$ cat config.mk
export PLATFORM = sky130hd
export DESIGN_NAME = pe_wacc_multilane
export DESIGN_NICKNAME = d
export VERILOG_FILES = /design/src/rtl/pe_wacc_multilane.sv
export SDC_FILE = /design/constraint.sdc
export NUM_CORES = 2
export LEC_CHECK = 0
export CAP_MARGIN = 20
export CORE_MARGIN = 4
export CORE_UTILIZATION = 30
export DETAILED_ROUTE_END_ITERATION = 6
export PLACE_DENSITY = 0.6
export REMOVE_ABC_BUFFERS = 1
export SLEW_MARGIN = 10
export SYNTH_ARGS = -nofsm -noshare
export SYNTH_HDL_FRONTEND = slang
export SYNTH_SLANG_ARGS = --single-unit
$ cat constraint.sdc
create_clock -name clk -period 3.9 [get_ports clk]
set_input_delay 0.39 -clock clk [delete_from_list [all_inputs] [get_ports clk]]
set_output_delay 0.39 -clock clk [all_outputs]
set_load 0.1 [all_outputs]
$ cat src/rtl/pe_wacc_multilane.sv
// Weighted-accumulation PE for the NLM denoise datapath: LANES weight/pixel pairs per beat,
// three-stage pipeline (products, lane reduction, accumulate), packet result held until consumed.
//
// state | meaning
// ACCUM | accepting beats; in_ready=1
// DRAIN | last beat accepted; pipeline flushing into accumulators; in_ready=0
// HOLD  | packet result valid; waiting for out_ready
module pe_wacc_multilane #(
  parameter int DATA_WIDTH   = 16,
  parameter int WEIGHT_WIDTH = 8,
  parameter int LANES        = 4,
  parameter int ACC_WIDTH    = 32,
  parameter int CNT_WIDTH    = 8,
  parameter int SATURATE     = 1
) (
  input  logic                            clk,
  input  logic                            rst_n,
  input  logic                            clear_i,
  input  logic                            in_valid,
  output logic                            in_ready,
  input  logic                            in_last,
  input  logic [LANES*WEIGHT_WIDTH-1:0]   weight_i,
  input  logic [LANES*DATA_WIDTH-1:0]     pix_i,
  input  logic [LANES-1:0]                lane_mask_i,
  output logic                            out_valid,
  input  logic                            out_ready,
  output logic [ACC_WIDTH-1:0]            pix_sum_o,
  output logic [ACC_WIDTH-1:0]            weight_sum_o,
  output logic [CNT_WIDTH-1:0]            beat_cnt_o,
  output logic                            ovf_o
);

  localparam int PW  = DATA_WIDTH + WEIGHT_WIDTH;
  localparam int LW  = $clog2(LANES);
  localparam int SPW = PW + LW;
  localparam int SWW = WEIGHT_WIDTH + LW;

  typedef enum logic [1:0] {ACCUM, DRAIN, HOLD} state_t;

  state_t                  state;
  logic                    accept;
  logic                    s1_valid, s1_last, s2_valid, s2_last;
  logic [PW-1:0]           s1_prod [LANES];
  logic [WEIGHT_WIDTH-1:0] s1_wt   [LANES];
  logic [SPW-1:0]          s2_pix;
  logic [SWW-1:0]          s2_wt;
  logic [SPW-1:0]          red_pix;
  logic [SWW-1:0]          red_wt;
  logic [ACC_WIDTH:0]      sum_pix, sum_wt;
  logic [ACC_WIDTH-1:0]    nxt_pix, nxt_wt;

  // Clear discards any beat presented in the same cycle.
  assign accept = in_valid & in_ready & ~clear_i;

  always_comb begin
    red_pix = '0;
    red_wt  = '0;
    for (int k = 0; k < LANES; k++) begin
      red_pix = red_pix + SPW'(s1_prod[k]);
      red_wt  = red_wt  + SWW'(s1_wt[k]);
    end
  end

  // One extra bit catches the carry-out for overflow detection.
  always_comb begin
    sum_pix = {1'b0, pix_sum_o}    + (ACC_WIDTH+1)'(s2_pix);
    sum_wt  = {1'b0, weight_sum_o} + (ACC_WIDTH+1)'(s2_wt);
    nxt_pix = (sum_pix[ACC_WIDTH] && SATURATE != 0) ? '1 : sum_pix[ACC_WIDTH-1:0];
    nxt_wt  = (sum_wt[ACC_WIDTH]  && SATURATE != 0) ? '1 : sum_wt[ACC_WIDTH-1:0];
  end

  always_ff @(posedge clk or negedge rst_n) begin
    if (!rst_n) begin
      for (int k = 0; k < LANES; k++) begin
        s1_prod[k] <= '0;
        s1_wt[k]   <= '0;
      end
      s2_pix <= '0;
      s2_wt  <= '0;
    end else begin
      for (int k = 0; k < LANES; k++) begin
        s1_prod[k] <= lane_mask_i[k]
                      ? PW'(weight_i[k*WEIGHT_WIDTH +: WEIGHT_WIDTH]) * PW'(pix_i[k*DATA_WIDTH +: DATA_WIDTH])
                      : '0;
        s1_wt[k]   <= lane_mask_i[k] ? weight_i[k*WEIGHT_WIDTH +: WEIGHT_WIDTH] : '0;
      end
      s2_pix <= red_pix;
      s2_wt  <= red_wt;
    end
  end

  always_ff @(posedge clk or negedge rst_n) begin
    if (!rst_n) begin
      state        <= ACCUM;
      in_ready     <= 1'b1;
      out_valid    <= 1'b0;
      pix_sum_o    <= '0;
      weight_sum_o <= '0;
      beat_cnt_o   <= '0;
      ovf_o        <= 1'b0;
      s1_valid     <= 1'b0;
      s1_last      <= 1'b0;
      s2_valid     <= 1'b0;
      s2_last      <= 1'b0;
    end else if (clear_i) begin
      state        <= ACCUM;
      in_ready     <= 1'b1;
      out_valid    <= 1'b0;
      pix_sum_o    <= '0;
      weight_sum_o <= '0;
      beat_cnt_o   <= '0;
      ovf_o        <= 1'b0;
      s1_valid     <= 1'b0;
      s1_last      <= 1'b0;
      s2_valid     <= 1'b0;
      s2_last      <= 1'b0;
    end else begin
      s1_valid <= accept;
      s1_last  <= accept & in_last;
      s2_valid <= s1_valid;
      s2_last  <= s1_valid & s1_last;

      if (accept && beat_cnt_o != '1)
        beat_cnt_o <= beat_cnt_o + CNT_WIDTH'(1);

      if (s2_valid) begin
        pix_sum_o    <= nxt_pix;
        weight_sum_o <= nxt_wt;
        if (sum_pix[ACC_WIDTH] || sum_wt[ACC_WIDTH])
          ovf_o <= 1'b1;
      end

      case (state)
        ACCUM: begin
          if (accept && in_last) begin
            state    <= DRAIN;
            in_ready <= 1'b0;
          end
        end
        DRAIN: begin
          if (s2_valid && s2_last) begin
            state     <= HOLD;
            out_valid <= 1'b1;
          end
        end
        HOLD: begin
          if (out_ready) begin
            state        <= ACCUM;
            in_ready     <= 1'b1;
            out_valid    <= 1'b0;
            pix_sum_o    <= '0;
            weight_sum_o <= '0;
            beat_cnt_o   <= '0;
            ovf_o        <= 1'b0;
          end
        end
        default: begin
          state    <= ACCUM;
          in_ready <= 1'b1;
        end
      endcase
    end
  end

endmodule

==> impl_metrics.toml <==
[power_and_ir_drop]
p_leak_uw = 0.0188
power_density_nw_per_um2 = 725
ir_worst_vdd_v = 0.000785

[min_path]
hold_depth = 2
hold_start = "pix_i[16]"
worstHoldEndpoint = "s1_prod[48]"
hold_path_class = "input pin to register"

[critical_path]
crit_arrival_ns = 4.68
r2r-end = "s2_pix[24]"
cp_num_cells = 20
reg2reg_from = "s1_prod[26]"
crit_required_ns = 4.37
critPathKind = "input pin to register"
r2r_slack_ns = -0.20
end_kind = "register"
worstSetupStartpointType = "input pin"
path_buf_inv = 6
cp_cell_sequence = "buf_8, buf_6, and2_4, fa_1, fa_1, fa_1, inv_2, fa_1, inv_1, ha_2, or3_4, a311oi_2, buf_4, nor3_4, buf_4, o31a_1, o21ai_1, a21boi_1, nor3_1, and3b_1"
slowest_stage = "fa_1"
slowest_delay_ns = 0.52
worstPathMaxFanout = 4
ff2ff_path_depth = 12
cp_common_cell = "fa_1"
cpLargestDelayFamily = "adder cells"

[global_route]
grt_pass1_wl_um = 125000
grt_pass1_vias = 23400
grt_overflow_total = 0
grt_max_degree = 106
antenna_found_initial = 7
grt_usage = 0.155

[sta]
tightestPinTransition_ns = 1.07
relSlewSlack = 0.287
finalCritPeriodShare = 1.08
layout_setup_ws_ns = -0.310
maxSlewViolCount = 0
fmaxAchievable_ghz = 0.238
finalCriticalPeriod_ns = 4.21
rsz0062_at_grt = "yes"
fin_skew_ns = 0.0158
setup-violations-final = 33
final-hold-violation-count = 0

[placed_design]
dpl_worst_slack_ns = -1.65
io_buffer_count = 180
dp.final_hpwl_um = 61300
finalWeightedCongestion = 0.824

[layout]
final_common_cell = "and2_1"
layout.nets = 4283
final_util = 0.411
final_cell_mix = "453 x and2_1, 401 x inv_1, 379 x fa_1"
area_growth_pct = 35.3
drive_gt1_frac = 0.267

[clocking]
cts_tree = "done"
numCtsBuffers = 29
clk_latency_ns = 0.59
clockRootBuffer = "clkbuf_16"
clkTransAtPathRegs_ns = 0.06
cts.sinks = 245
clock_path_buffers = 3
cts-htree-levels = 1

[logic_synthesis]
synth_largest_area_cell = "fa_1"
synth_seq_cells = 245
synth.distinct_cells = 74
yosysWarnings = 0
syn_area_um2 = 28600
synth_top_area_share = 0.282
synth_flop_cell = "dfrtp_1"
synthCells = 2918
synth_seq_area_share = 0.215
synthArstFlopShare = 1.00
syn_avg_cell_area_um2 = 9.79
synth_edf_count = 0
synth_area_leaders = "fa_1 28%, dfrtp_1 21%, and2_1 12%, ha_1 11%, inv_1 5.7%"

[routing]
drt_wl_total_um = 78000
via_count = 22000
avgViaCountPerCell = 4.58
first_iter_violations = 1037
drcViolationCount = 0
dr.pass1.iters = 5
postRouteAntennaNets = 0
routedWlPerCell_um = 16.2

[floorplan]
core-area_um2 = 93900
boundaryPins = 181
die_w_um = 317
initial_core_util = 0.304
fp.dieArea_um2 = 100000
chipHeight_um = 317
rows = 112

[status]
violations = "negative setup slack"
outcome = "complete, but fails checks"

[flow_run]
maxCapViolCount = 0
[sequential cells by signal, indices dropped and copies added (netlist names)]
signal,cells
s1_valid,1
out_valid,1
s2_valid,1
state,2
s2_pix,26
s2_wt,10
s2_last,1
s1_wt,32
weight_sum_o,32
pix_sum_o,32
s1_last,1
ovf_o,1
in_ready,1
beat_cnt_o,8
s1_prod,96
[how the worst max path moves through the flow]
stage	start	to	slack (ns)
2_1_floorplan	pix_i[22]	s1_prod[71]	-0.73
3_3_place_gp	weight_i[19]	s1_prod[47]	-1.67
3_5_place_dp	weight_i[10]	s1_prod[71]	-1.65
4_1_cts	pix_i[19]	s1_prod[71]	-0.46
5_1_grt	pix_i[38]	s1_prod[41]	-0.46
6_report	pix_i[37]	s1_prod[41]	-0.31
[layer usage]
layer / up-vias / track usage / routed length, µm
li1: 10600 / - / -
met4: 2 / 0.0495 / 2730
met5: - / 0 / 13
met3: 91 / 0.0197 / 2650
met2: 332 / 0.265 / 37900
met1: 11000 / 0.205 / 34700
[report_power, final]
group	switching [µW]	internal (µW)
registers	457	3220
logic	10700	10900
clock network	1140	1660
total	12300	15700
[cell usage after synthesis, drive strengths merged (58+ instances only)]
| library cell | instances |
|---|---|
| a21oi | 135 |
| and2 | 537 |
| clkbuf | 62 |
| dfrtp | 244 |
| fa | 402 |
| ha | 247 |
| inv | 437 |
| nand2 | 142 |
| nor2 | 61 |
| o21ai | 107 |
| xnor2 | 74 |
| xor2 | 58 |
[cells by family after synthesis]
family | share of synthesized area
AO/OA/AOI/OAI | 0.100
buffers and inverters | 0.0663
AND/OR/NAND/NOR | 0.186
XOR/XNOR | 0.0405
flip-flops | 0.215
adder cells (fa/ha/maj) | 0.390
multiplexers | 0.00175
[metrics by stage]
stage / hold WS (ns) / instance area, µm² / cells / TNS, ns / total power (µW)
after global routing: 0.146 / 38600 / 4807 / -10.22 / 30600
final: 0.135 / 38600 / 4809 / -4.65 / 28000
after detailed placement: 0.445 / 34800 / 4673 / -78.28 / 20500
after global placement: 0.437 / 34800 / 4673 / -76.43 / 20300
after CTS: 0.182 / 37300 / 4777 / -5.28 / 25900
after floorplan: 0.0944 / 28300 / 2853 / -15.50 / 14100
[cell type report]
| class | instances | area [µm²] |
|---|---|---|
| Clock buffer | 39 | 813 |
| Antenna cell | 6 | 15.0 |
| Sequential cell | 245 | 6130 |
| Timing Repair Buffer | 644 | 5840 |
| Multi-Input combinational cell | 2171 | 22500 |
| Fill cell | 9098 | 55300 |
| Inverter | 437 | 1640 |
| Clock inverter | 13 | 165 |
| Tap cell | 1254 | 1570 |
[repair_timing]
item,4_1_cts,5_1_grt
pin swaps,240,198
cloned,6,4
endpoints found under the setup margin,69,66
hold buffers,1,0
hold endpoints to repair,101,0
setup buffers,52,45
gates resized for setup,618,351
Power figures use the tool's default switching activity.
